$ cat src/rtl/cpu6502_ls_core.sv
// Multi-cycle 6502-subset CPU core: loads/stores with zp/abs/indexed modes,
// register transfers, inc/dec, N/Z flags, JMP, rdy stall and illegal-opcode policy.
module cpu6502_ls_core #(
    parameter logic [15:0] RESET_PC        = 16'h0000,
    parameter logic        USE_VECTOR      = 1'b0,
    parameter logic        HALT_ON_ILLEGAL = 1'b1
) (
    input  logic        clk,
    input  logic        reset,
    input  logic        rdy,
    input  logic [7:0]  di,
    output logic [15:0] ab,
    output logic [7:0]  dout,
    output logic        we,
    output logic        sync,
    output logic        halted,
    output logic [7:0]  dbg_a,
    output logic [7:0]  dbg_x,
    output logic [7:0]  dbg_y,
    output logic [15:0] dbg_pc,
    output logic [1:0]  dbg_nz
);

    typedef enum logic [2:0] {
        VEC_LO, VEC_HI, FETCH, OPL, OPH, IDXFIX, MEM, HALT
    } state_t;

    typedef enum logic [2:0] {
        M_IMP, M_IMM, M_ZP, M_ZPI, M_ABS, M_ABI, M_JMP
    } mode_t;

    typedef enum logic [1:0] {R_A, R_X, R_Y} reg_t;

    typedef enum logic [3:0] {
        I_NOP, I_TAX, I_TAY, I_TXA, I_TYA, I_INX, I_INY, I_DEX, I_DEY
    } iop_t;

    typedef struct packed {
        logic  legal;
        mode_t mode;
        reg_t  rsel;
        logic  store;
        logic  use_y;
        iop_t  iop;
    } dec_t;

    // rsel names the loaded/stored register, or the destination for implied ops
    function automatic dec_t decode(input logic [7:0] o);
        dec_t d;
        d = '{legal: 1'b1, mode: M_IMP, rsel: R_A, store: 1'b0, use_y: 1'b0, iop: I_NOP};
        case (o)
            8'hA9: d.mode = M_IMM;
            8'hA5: d.mode = M_ZP;
            8'hB5: d.mode = M_ZPI;
            8'hAD: d.mode = M_ABS;
            8'hBD: d.mode = M_ABI;
            8'hB9: begin d.mode = M_ABI; d.use_y = 1'b1; end
            8'hA2: begin d.mode = M_IMM; d.rsel = R_X; end
            8'hA6: begin d.mode = M_ZP;  d.rsel = R_X; end
            8'hB6: begin d.mode = M_ZPI; d.rsel = R_X; d.use_y = 1'b1; end
            8'hAE: begin d.mode = M_ABS; d.rsel = R_X; end
            8'hBE: begin d.mode = M_ABI; d.rsel = R_X; d.use_y = 1'b1; end
            8'hA0: begin d.mode = M_IMM; d.rsel = R_Y; end
            8'hA4: begin d.mode = M_ZP;  d.rsel = R_Y; end
            8'hB4: begin d.mode = M_ZPI; d.rsel = R_Y; end
            8'hAC: begin d.mode = M_ABS; d.rsel = R_Y; end
            8'hBC: begin d.mode = M_ABI; d.rsel = R_Y; end
            8'h85: begin d.mode = M_ZP;  d.store = 1'b1; end
            8'h95: begin d.mode = M_ZPI; d.store = 1'b1; end
            8'h8D: begin d.mode = M_ABS; d.store = 1'b1; end
            8'h9D: begin d.mode = M_ABI; d.store = 1'b1; end
            8'h99: begin d.mode = M_ABI; d.store = 1'b1; d.use_y = 1'b1; end
            8'h86: begin d.mode = M_ZP;  d.rsel = R_X; d.store = 1'b1; end
            8'h96: begin d.mode = M_ZPI; d.rsel = R_X; d.store = 1'b1; d.use_y = 1'b1; end
            8'h8E: begin d.mode = M_ABS; d.rsel = R_X; d.store = 1'b1; end
            8'h84: begin d.mode = M_ZP;  d.rsel = R_Y; d.store = 1'b1; end
            8'h94: begin d.mode = M_ZPI; d.rsel = R_Y; d.store = 1'b1; end
            8'h8C: begin d.mode = M_ABS; d.rsel = R_Y; d.store = 1'b1; end
            8'hAA: begin d.iop = I_TAX; d.rsel = R_X; end
            8'hA8: begin d.iop = I_TAY; d.rsel = R_Y; end
            8'h8A: begin d.iop = I_TXA; d.rsel = R_A; end
            8'h98: begin d.iop = I_TYA; d.rsel = R_A; end
            8'hE8: begin d.iop = I_INX; d.rsel = R_X; end
            8'hC8: begin d.iop = I_INY; d.rsel = R_Y; end
            8'hCA: begin d.iop = I_DEX; d.rsel = R_X; end
            8'h88: begin d.iop = I_DEY; d.rsel = R_Y; end
            8'hEA: d.iop = I_NOP;
            8'h4C: d.mode = M_JMP;
            default: d.legal = 1'b0;
        endcase
        return d;
    endfunction

    state_t      state, state_n;
    logic [15:0] pc, pc_n, ab_n, ea, ea_n;
    logic [7:0]  a, a_n, x, x_n, y, y_n;
    logic [7:0]  op, op_n, lo, lo_n, dout_n;
    logic        n, n_n, z, z_n, we_n;
    dec_t        dc;
    logic [7:0]  idx, sreg, wval;
    logic        wen;
    logic [8:0]  lo_sum;

    always_ff @(posedge clk) begin
        if (reset) begin
            state <= USE_VECTOR ? VEC_LO : FETCH;
            ab    <= USE_VECTOR ? 16'hFFFC : RESET_PC;
            pc    <= RESET_PC;
            ea    <= 16'h0000;
            a     <= 8'h00;
            x     <= 8'h00;
            y     <= 8'h00;
            n     <= 1'b0;
            z     <= 1'b0;
            op    <= 8'h00;
            lo    <= 8'h00;
            dout  <= 8'h00;
            we    <= 1'b0;
        end else if (rdy) begin
            state <= state_n;
            ab    <= ab_n;
            pc    <= pc_n;
            ea    <= ea_n;
            a     <= a_n;
            x     <= x_n;
            y     <= y_n;
            n     <= n_n;
            z     <= z_n;
            op    <= op_n;
            lo    <= lo_n;
            dout  <= dout_n;
            we    <= we_n;
        end
    end

    always_comb begin
        state_n = state;
        pc_n    = pc;
        ab_n    = ab;
        ea_n    = ea;
        a_n     = a;
        x_n     = x;
        y_n     = y;
        n_n     = n;
        z_n     = z;
        op_n    = op;
        lo_n    = lo;
        dout_n  = dout;
        we_n    = we;
        wen     = 1'b0;
        wval    = 8'h00;
        // in FETCH the opcode is still on di, elsewhere it is latched
        dc      = decode(state == FETCH ? di : op);
        idx     = dc.use_y ? y : x;
        sreg    = (dc.rsel == R_X) ? x : ((dc.rsel == R_Y) ? y : a);
        lo_sum  = {1'b0, lo} + {1'b0, idx};

        case (state)
            VEC_LO: begin
                lo_n    = di;
                ab_n    = 16'hFFFD;
                state_n = VEC_HI;
            end
            VEC_HI: begin
                pc_n    = {di, lo};
                ab_n    = {di, lo};
                state_n = FETCH;
            end
            FETCH: begin
                op_n    = di;
                pc_n    = pc + 16'd1;
                ab_n    = pc + 16'd1;
                we_n    = 1'b0;
                state_n = (!dc.legal && HALT_ON_ILLEGAL) ? HALT : OPL;
            end
            OPL: begin
                case (dc.mode)
                    M_IMP: begin
                        ab_n    = pc;
                        state_n = FETCH;
                        wen     = (dc.iop != I_NOP);
                        case (dc.iop)
                            I_TAX, I_TAY: wval = a;
                            I_TXA:        wval = x;
                            I_TYA:        wval = y;
                            I_INX:        wval = x + 8'd1;
                            I_INY:        wval = y + 8'd1;
                            I_DEX:        wval = x - 8'd1;
                            I_DEY:        wval = y - 8'd1;
                            default:      wval = 8'h00;
                        endcase
                    end
                    M_IMM: begin
                        wen     = 1'b1;
                        wval    = di;
                        pc_n    = pc + 16'd1;
                        ab_n    = pc + 16'd1;
                        state_n = FETCH;
                    end
                    M_ZP: begin
                        pc_n    = pc + 16'd1;
                        ab_n    = {8'h00, di};
                        we_n    = dc.store;
                        dout_n  = sreg;
                        state_n = MEM;
                    end
                    M_ZPI: begin
                        pc_n    = pc + 16'd1;
                        ab_n    = {8'h00, di};
                        ea_n    = {8'h00, di + idx};
                        state_n = IDXFIX;
                    end
                    default: begin
                        lo_n    = di;
                        pc_n    = pc + 16'd1;
                        ab_n    = pc + 16'd1;
                        state_n = OPH;
                    end
                endcase
            end
            OPH: begin
                pc_n = pc + 16'd1;
                ea_n = {di, lo} + {8'h00, idx};
                case (dc.mode)
                    M_JMP: begin
                        pc_n    = {di, lo};
                        ab_n    = {di, lo};
                        state_n = FETCH;
                    end
                    M_ABS: begin
                        ab_n    = {di, lo};
                        we_n    = dc.store;
                        dout_n  = sreg;
                        state_n = MEM;
                    end
                    default: begin
                        // uncorrected high byte first; stores always take the fix cycle
                        ab_n    = {di, lo_sum[7:0]};
                        state_n = (dc.store || lo_sum[8]) ? IDXFIX : MEM;
                    end
                endcase
            end
            IDXFIX: begin
                ab_n    = ea;
                we_n    = dc.store;
                dout_n  = sreg;
                state_n = MEM;
            end
            MEM: begin
                if (!dc.store) begin
                    wen  = 1'b1;
                    wval = di;
                end
                we_n    = 1'b0;
                ab_n    = pc;
                state_n = FETCH;
            end
            HALT: begin
                we_n = 1'b0;
            end
            default: state_n = HALT;
        endcase

        if (wen) begin
            case (dc.rsel)
                R_X:     x_n = wval;
                R_Y:     y_n = wval;
                default: a_n = wval;
            endcase
            n_n = wval[7];
            z_n = (wval == 8'h00);
        end
    end

    assign sync   = (state == FETCH);
    assign halted = (state == HALT);
    assign dbg_a  = a;
    assign dbg_x  = x;
    assign dbg_y  = y;
    assign dbg_pc = pc;
    assign dbg_nz = {n, z};

endmodule
$ cat config.mk
export PLATFORM = sky130hd
export DESIGN_NAME = cpu6502_ls_core
export DESIGN_NICKNAME = d
export VERILOG_FILES = /design/src/rtl/cpu6502_ls_core.sv
export SDC_FILE = /design/constraint.sdc
export NUM_CORES = 1
export LEC_CHECK = 0
export CAP_MARGIN = 20
export CORE_MARGIN = 3
export CORE_UTILIZATION = 51
export CTS_BUF_LIST = sky130_fd_sc_hd__clkbuf_16
export DETAILED_ROUTE_END_ITERATION = 10
export HOLD_SLACK_MARGIN = 0.05
export PLACE_DENSITY = 0.72
export RECOVER_POWER = 100
export SETUP_SLACK_MARGIN = 0.1
export SLEW_MARGIN = 40
export SYNTH_ARGS = -nofsm -noshare
export SYNTH_HDL_FRONTEND = slang
export SYNTH_SLANG_ARGS = --single-unit
$ cat constraint.sdc
create_clock -name clk -period 11.6 [get_ports clk]
set_input_delay 1.74 -clock clk [delete_from_list [all_inputs] [get_ports clk]]
set_output_delay 1.74 -clock clk [all_outputs]
set_load 0.02 [all_outputs]
# Word-level counts from Yosys, hierarchy flattened

Index checks and enable logic that the tools add are counted.

Register bits: 102
Bits in latches: 0
Memory bits (writable): 0
Memory bits (read-only): 0
Input port bits: 11
Output and inout port bits: 69
Logic and storage cells: 165
Memories: 0

Add/subtract/negate cells: 8
$mul: 0
Divide/modulo/power cells: 0
$lt $le $gt $ge: 0
Equal/unequal tests: 64
Shifts and indexed selects: 0
Muxes and demuxes: 38
Bitwise logic cells: 1
Reductions and logical operators: 41

Operators with widths:

| kind                    | count |
|---|---|
| $eq A8 B8 Y1 const B    | 36 |
| $pmux W16 S7            | 1 |
| $mux W8                 | 9 |
| $pmux W16 S2            | 2 |
| $pmux W16 S4            | 1 |
| $pmux W8 S7             | 1 |
| $mux W16                | 3 |
| $pmux W8 S2             | 3 |
| $reduce_or A37 Y1       | 1 |
| $pmux W3 S6             | 2 |
| $reduce_or A11 Y1       | 3 |
| $pmux W4 S8             | 1 |
| $pmux W8 S3             | 1 |
| $reduce_or A6 Y1        | 4 |
| $eq A3 B3 Y1 const B    | 6 |
| $reduce_and A3 Y1       | 6 |
| $add A16 B1 Y16 const B | 1 |
| $add A16 B8 Y16         | 1 |
| $add A8 B1 Y8 const B   | 2 |
| $eq A4 B3 Y1 const B    | 4 |
| $sub A8 B1 Y8 const B   | 2 |
| $eq A3 B2 Y1 const B    | 4 |
| $reduce_bool A4 Y1      | 3 |
| $reduce_or A2 Y1        | 6 |
| 31 further kinds        | 49 |

# Longest topological paths before layout

Depth after elaboration: 11
Depth in mapped cells: 22
Mapped depth without buffers: 19

# Least setup slack after synthesis

OpenSTA, ideal clock, no wires.

Path type: input -> register
Start point: input di[2]
End point: register ea[15]
Library setup time: 117 ps
Data arrival time: 5121 ps
Required time: 11483 ps
Slack: 6362 ps
Stages: 17
Buffers on the path: 1
Path through: clkbuf_1 > nand2_1 > mux2_1 > o21ai_0 > a22oi_1 > nor2_1 > mux2_2 > ha_1 > a21o_1 > a21oi_1 > o21a_1 > o21ai_0 > a31o_2 > and2_1 > nand3_1 > xnor2_1 > a22o_1

Longest elaborated chain between the ends: 7
Elaborated cells between the ends (all ways): 43
Those cells by class: add/sub (1); eq/ne (30); mux (5); reduce/logical (7)

RTL lines:

| item                                                     | RTL line | RTL |
|---|---|---|
| from (decl)                                              | 11       | `input logic [7:0] di,` |
| $mux W8                                                  | --       |  |
| $eq A8 B8 Y1                                             | 51       | `case (o)` |
| $reduce_or A5 Y1 (no line) (tied with other cells)       | --       |  |
| $mux W1 / $pmux W3 S6 (equally long branches)            | 51       |  |
| $mux W8 / $eq A3 B2 Y1 (equally long branches)           | 154, 177 |  |
| $add A16 B8 Y16 / $ne A2 B2 Y1 (equally long branches)   | --       |  |
| $pmux W16 S2 / $reduce_and A3 Y1 (equally long branches) | --       |  |
| to (signal assigned)                                     | 123      | `ea <= ea_n;` |
| to (decl)                                                | 95       | `logic [15:0] pc, pc_n, ab_n, ea, ea_n;` |

Parallel ways exist; a longest one is shown, timed or not.
A chain may end at the register's enable or synchronous reset.

# Worst setup path after layout

Start point: input di[5]
End point: register ea[10]

Longest elaborated chain between the ends: 7
Elaborated cells between the ends (all ways): 43
Those cells by class: add/sub (1); eq/ne (30); mux (5); reduce/logical (7)

RTL lines:

| item                                                     | RTL line |
|---|---|
| $mux W8 (*)                                              | -- |
| $eq A8 B8 Y1                                             | 51 |
| $reduce_or A5 Y1 (no line) (tied with other cells)       | -- |
| $mux W1 / $pmux W3 S6 (equally long branches)            | 51 |
| $mux W8 / $eq A3 B2 Y1 (equally long branches)           | 154, 177 |
| $add A16 B8 Y16 / $ne A2 B2 Y1 (equally long branches)   | -- |
| $pmux W16 S2 / $reduce_and A3 Y1 (equally long branches) | -- |

Mark *: on every way between the ends. The rest lies on a longest branch, timed or not.

==> results by group <==
Synthesis
  – Cells taking the most area after synthesis: dfxtp_1 (24%), nor2_1 (8.4%), mux2i_1 (5.3%)
  – Synth unique cells: 87
  – Top-area cell type share of the netlist area: 24.46%
  – Top cells by count, synth: nor2_1 (186), dfxtp_1 (102), nand2_1 (93)
  – Synth warn: 0
  – Cell area after synthesis: 8347 um2
  – #FFs+latches synth: 102
  – Synth Flop Type: dfxtp_1
  – Mean Syn Cell Area: 7.322 um2
  – FFs w/ async S/R, synth: 0%
  – Gate Count Post-Synth: 1,140
  – Cell taking the most area after synthesis: dfxtp_1
  – Count leader, synth: nor2_1
  – Post-synth EDFFs: 0
  – Syn_nets: 1,185
  – Seq/Total Area, Yosys: 24.46%

Clock tree
  – CTS tree: yes
  – Bufs on Longest Clock Path: 2
  – Post-cts gate resize count: 0
  – Worst-skew pair later-pin latency: 370 ps
  – Postcts setup bufs: 0
  – Hold bufs inserted after CTS: 0
  – H-tree levels: 3
  – Clock slew at reported path FFs: 80 ps
  – Root buffer cell: clkbuf_16
  – TritonCTS buffer count: 9
  – Sink Count: 102

STA
  – Fin crit period: 7073 ps
  – Max Clock Skew: 17.26 ps
  – Fmax: 0.1414 GHz
  – Tcrit/Tclk final: 60.97%
  – RSZ-0062 raised after global routing: no
  – Hold Vio Cnt, Final: 0
  – Slew headroom: -11.87%
  – Worst Tran Pin Value: 1665 ps
  – Setup_tns: 0 ps
  – Setup slack after layout: 4527 ps
  – Final Max Tran Viols: 9
  – Final count of negative-setup-slack endpoints: 0

Worst hold path
  – Hold path depth: 2
  – Worst hold path type: reg2reg

Route
  – Residual DRC: 0
  – Starting DRC count in detailed routing: 1,154
  – Vias: 9,117
  – Routed vias/inst: 6.568
  – Post-route ant nets: 0
  – First-pass iteration count of the detailed router: 6
  – Final WL: 29,930 um
  – Routed WL per cell: 21.56 um

Global route
  – GR Util met2: 51.15%
  – Met1 GRT Util: 45.32%
  – Pin count of the biggest net entering global routing: 106
  – M3 GR Usage: 4.914%
  – All-Layer GR Usage: 32.52%
  – Busiest grt layer: met2
  – Number of global-route vias before repair: 8,165
  – Global-route wire length before repair: 46,130 um
  – Gr ovfl total: 0
  – Initial antenna violation count: 0

Setup path
  – CP endpoint kind: flip-flop
  – Arr. time, crit path: 7300 ps
  – CP max FO: 22
  – Crit Path Class: in2reg
  – Critical Path RT: 11,820 ps
  – Reg2Reg Depth: 19
  – CP startpoint kind: input port

Power and ir drop
  – Leakage power: 3.635 nW
  – Cell Pwr Density: 101.5 nW/um2
  – Worst vdd ir: 0.09333 mV
  – Power, Total: 0.9650 mW

Floorplan
  – Die Span Y: 133.9 um
  – I/O pin count: 80
  – Std-Cell Rows: 46
  – Floorplan core area: 15,940 um2
  – Die ar.: 17,940 um2
  – Die Span X: 133.9 um
  – Starting Density: 52.35%

Cells and area
  – Area grow syn2layout: 13.88%
  – Final cell count without fillers: 1,388
  – Diode count: 0
  – Nets@finish: 1,212
  – Ratio of cells with drive above 1 in the final layout: 4.863%

Placed design
  – Placer congestion estimate: 0.9918
  – IO buf count: 79
  – Pre-CTS setup slack: 5200 ps
  – DP HPWL: 20,890 um
  – Placed Instances: 1,372

Run
  – Max-cap violations: 1

Run status
  – Failing checks: capacitance limit, slew limit
  – Status: finished, violations left
registers in the layout, indices dropped and copies added, names as in the netlist:
register	count
n	1
we	1
dout	8
dbg_y	8
dbg_pc	16
ea	16
ab	16
lo	8
dbg_x	8
z	1
op	8
dbg_a	8
state	3
layout make-up:
type | count | area, um2
repair buffers | 98 | 910.9
clock inverters | 7 | 83.83
well taps | 216 | 270.3
multi-input cells | 925 | 5856
inverters | 31 | 117.6
clock buffers | 9 | 225.2
flip-flops and latches | 102 | 2042
fillers | 1536 | 6437
metrics by stage:
stage          hold slack [ps]  cell area [um2]  util, %
2_1_floorplan            428.8             8347        -
3_3_place_gp             439.4             9226    57.87
3_5_place_dp             449.7             9240    57.96
4_1_cts                  461.6             9549    59.90
5_1_grt                  484.4             9505    59.62
6_report                 459.1             9505    59.62
layout by cell type, fill, tap and decap left out, types with 8 or more instances in the layout:
cell type	count
mux2_2	9
a211oi_1	20
clkbuf_16	9
nor3_1	58
dfxtp_1	102
buf_4	14
mux2i_1	44
dlygate4sd3_1	69
xor2_1	12
a21oi_1	85
o21ai_0	60
o211ai_1	18
o31ai_1	11
a31oi_1	8
and2_1	9
o21a_1	12
nand2b_1	8
nor2_1	186
a21o_1	13
nand2_1	93
a22oi_1	12
clkdlybuf4s50_1	8
nand3_1	22
nor2b_1	20
a22o_1	12
xnor2_1	30
ha_1	30
inv_1	29
and3_1	13
o221ai_1	13
final timing paths:
check	startpoint	endpoint	slack, ps
min reg2reg	ea[2]	ea[2]	460
max	di[5]	ea[10]	4530
min	ea[2]	ea[2]	460
max reg2reg	state[1]	ea[10]	5250
kinds of logic after synthesis:
| group | count (synthesis) | synth area share [%] |
|---|---|---|
| compound gates | 329 | 26.49 |
| flops | 102 | 24.46 |
| xor+xnor | 44 | 4.947 |
| mux | 57 | 7.060 |
| buf+inv | 113 | 5.456 |
| simple gates | 461 | 26.13 |
| fa+ha+maj | 34 | 5.456 |
routing by layer:
layer | share of wire (%) | vias to the layer above
met5 | 0 | -
met4 | 3.5 | 0
met3 | 10 | 101
met2 | 45 | 578
met1 | 42 | 4233
li1 | - | 4205
power by group:
part | switching (mW) | internal (mW) | total (mW)
Sequential | 0.0241 | 0.365 | 0.389
Combinational | 0.173 | 0.0876 | 0.261
Clock | 0.160 | 0.155 | 0.315
worst max-delay path, cell delays in order:
cell,delay [ps]
dlygate4sd3_1,520
clkbuf_1,1010
mux2i_1,410
o21ai_0,280
a22oi_1,110
nor2_1,540
mux2_1,430
ha_1,220
inv_1,70
fa_1,190
nor2b_1,50
o21a_1,170
o21ai_0,210
a21oi_1,90
o21ai_0,650
a21oi_1,190
xnor2_1,170
a2bb2oi_1,190
nor2_1,50
No activity file was read; power rests on OpenSTA's default activity.
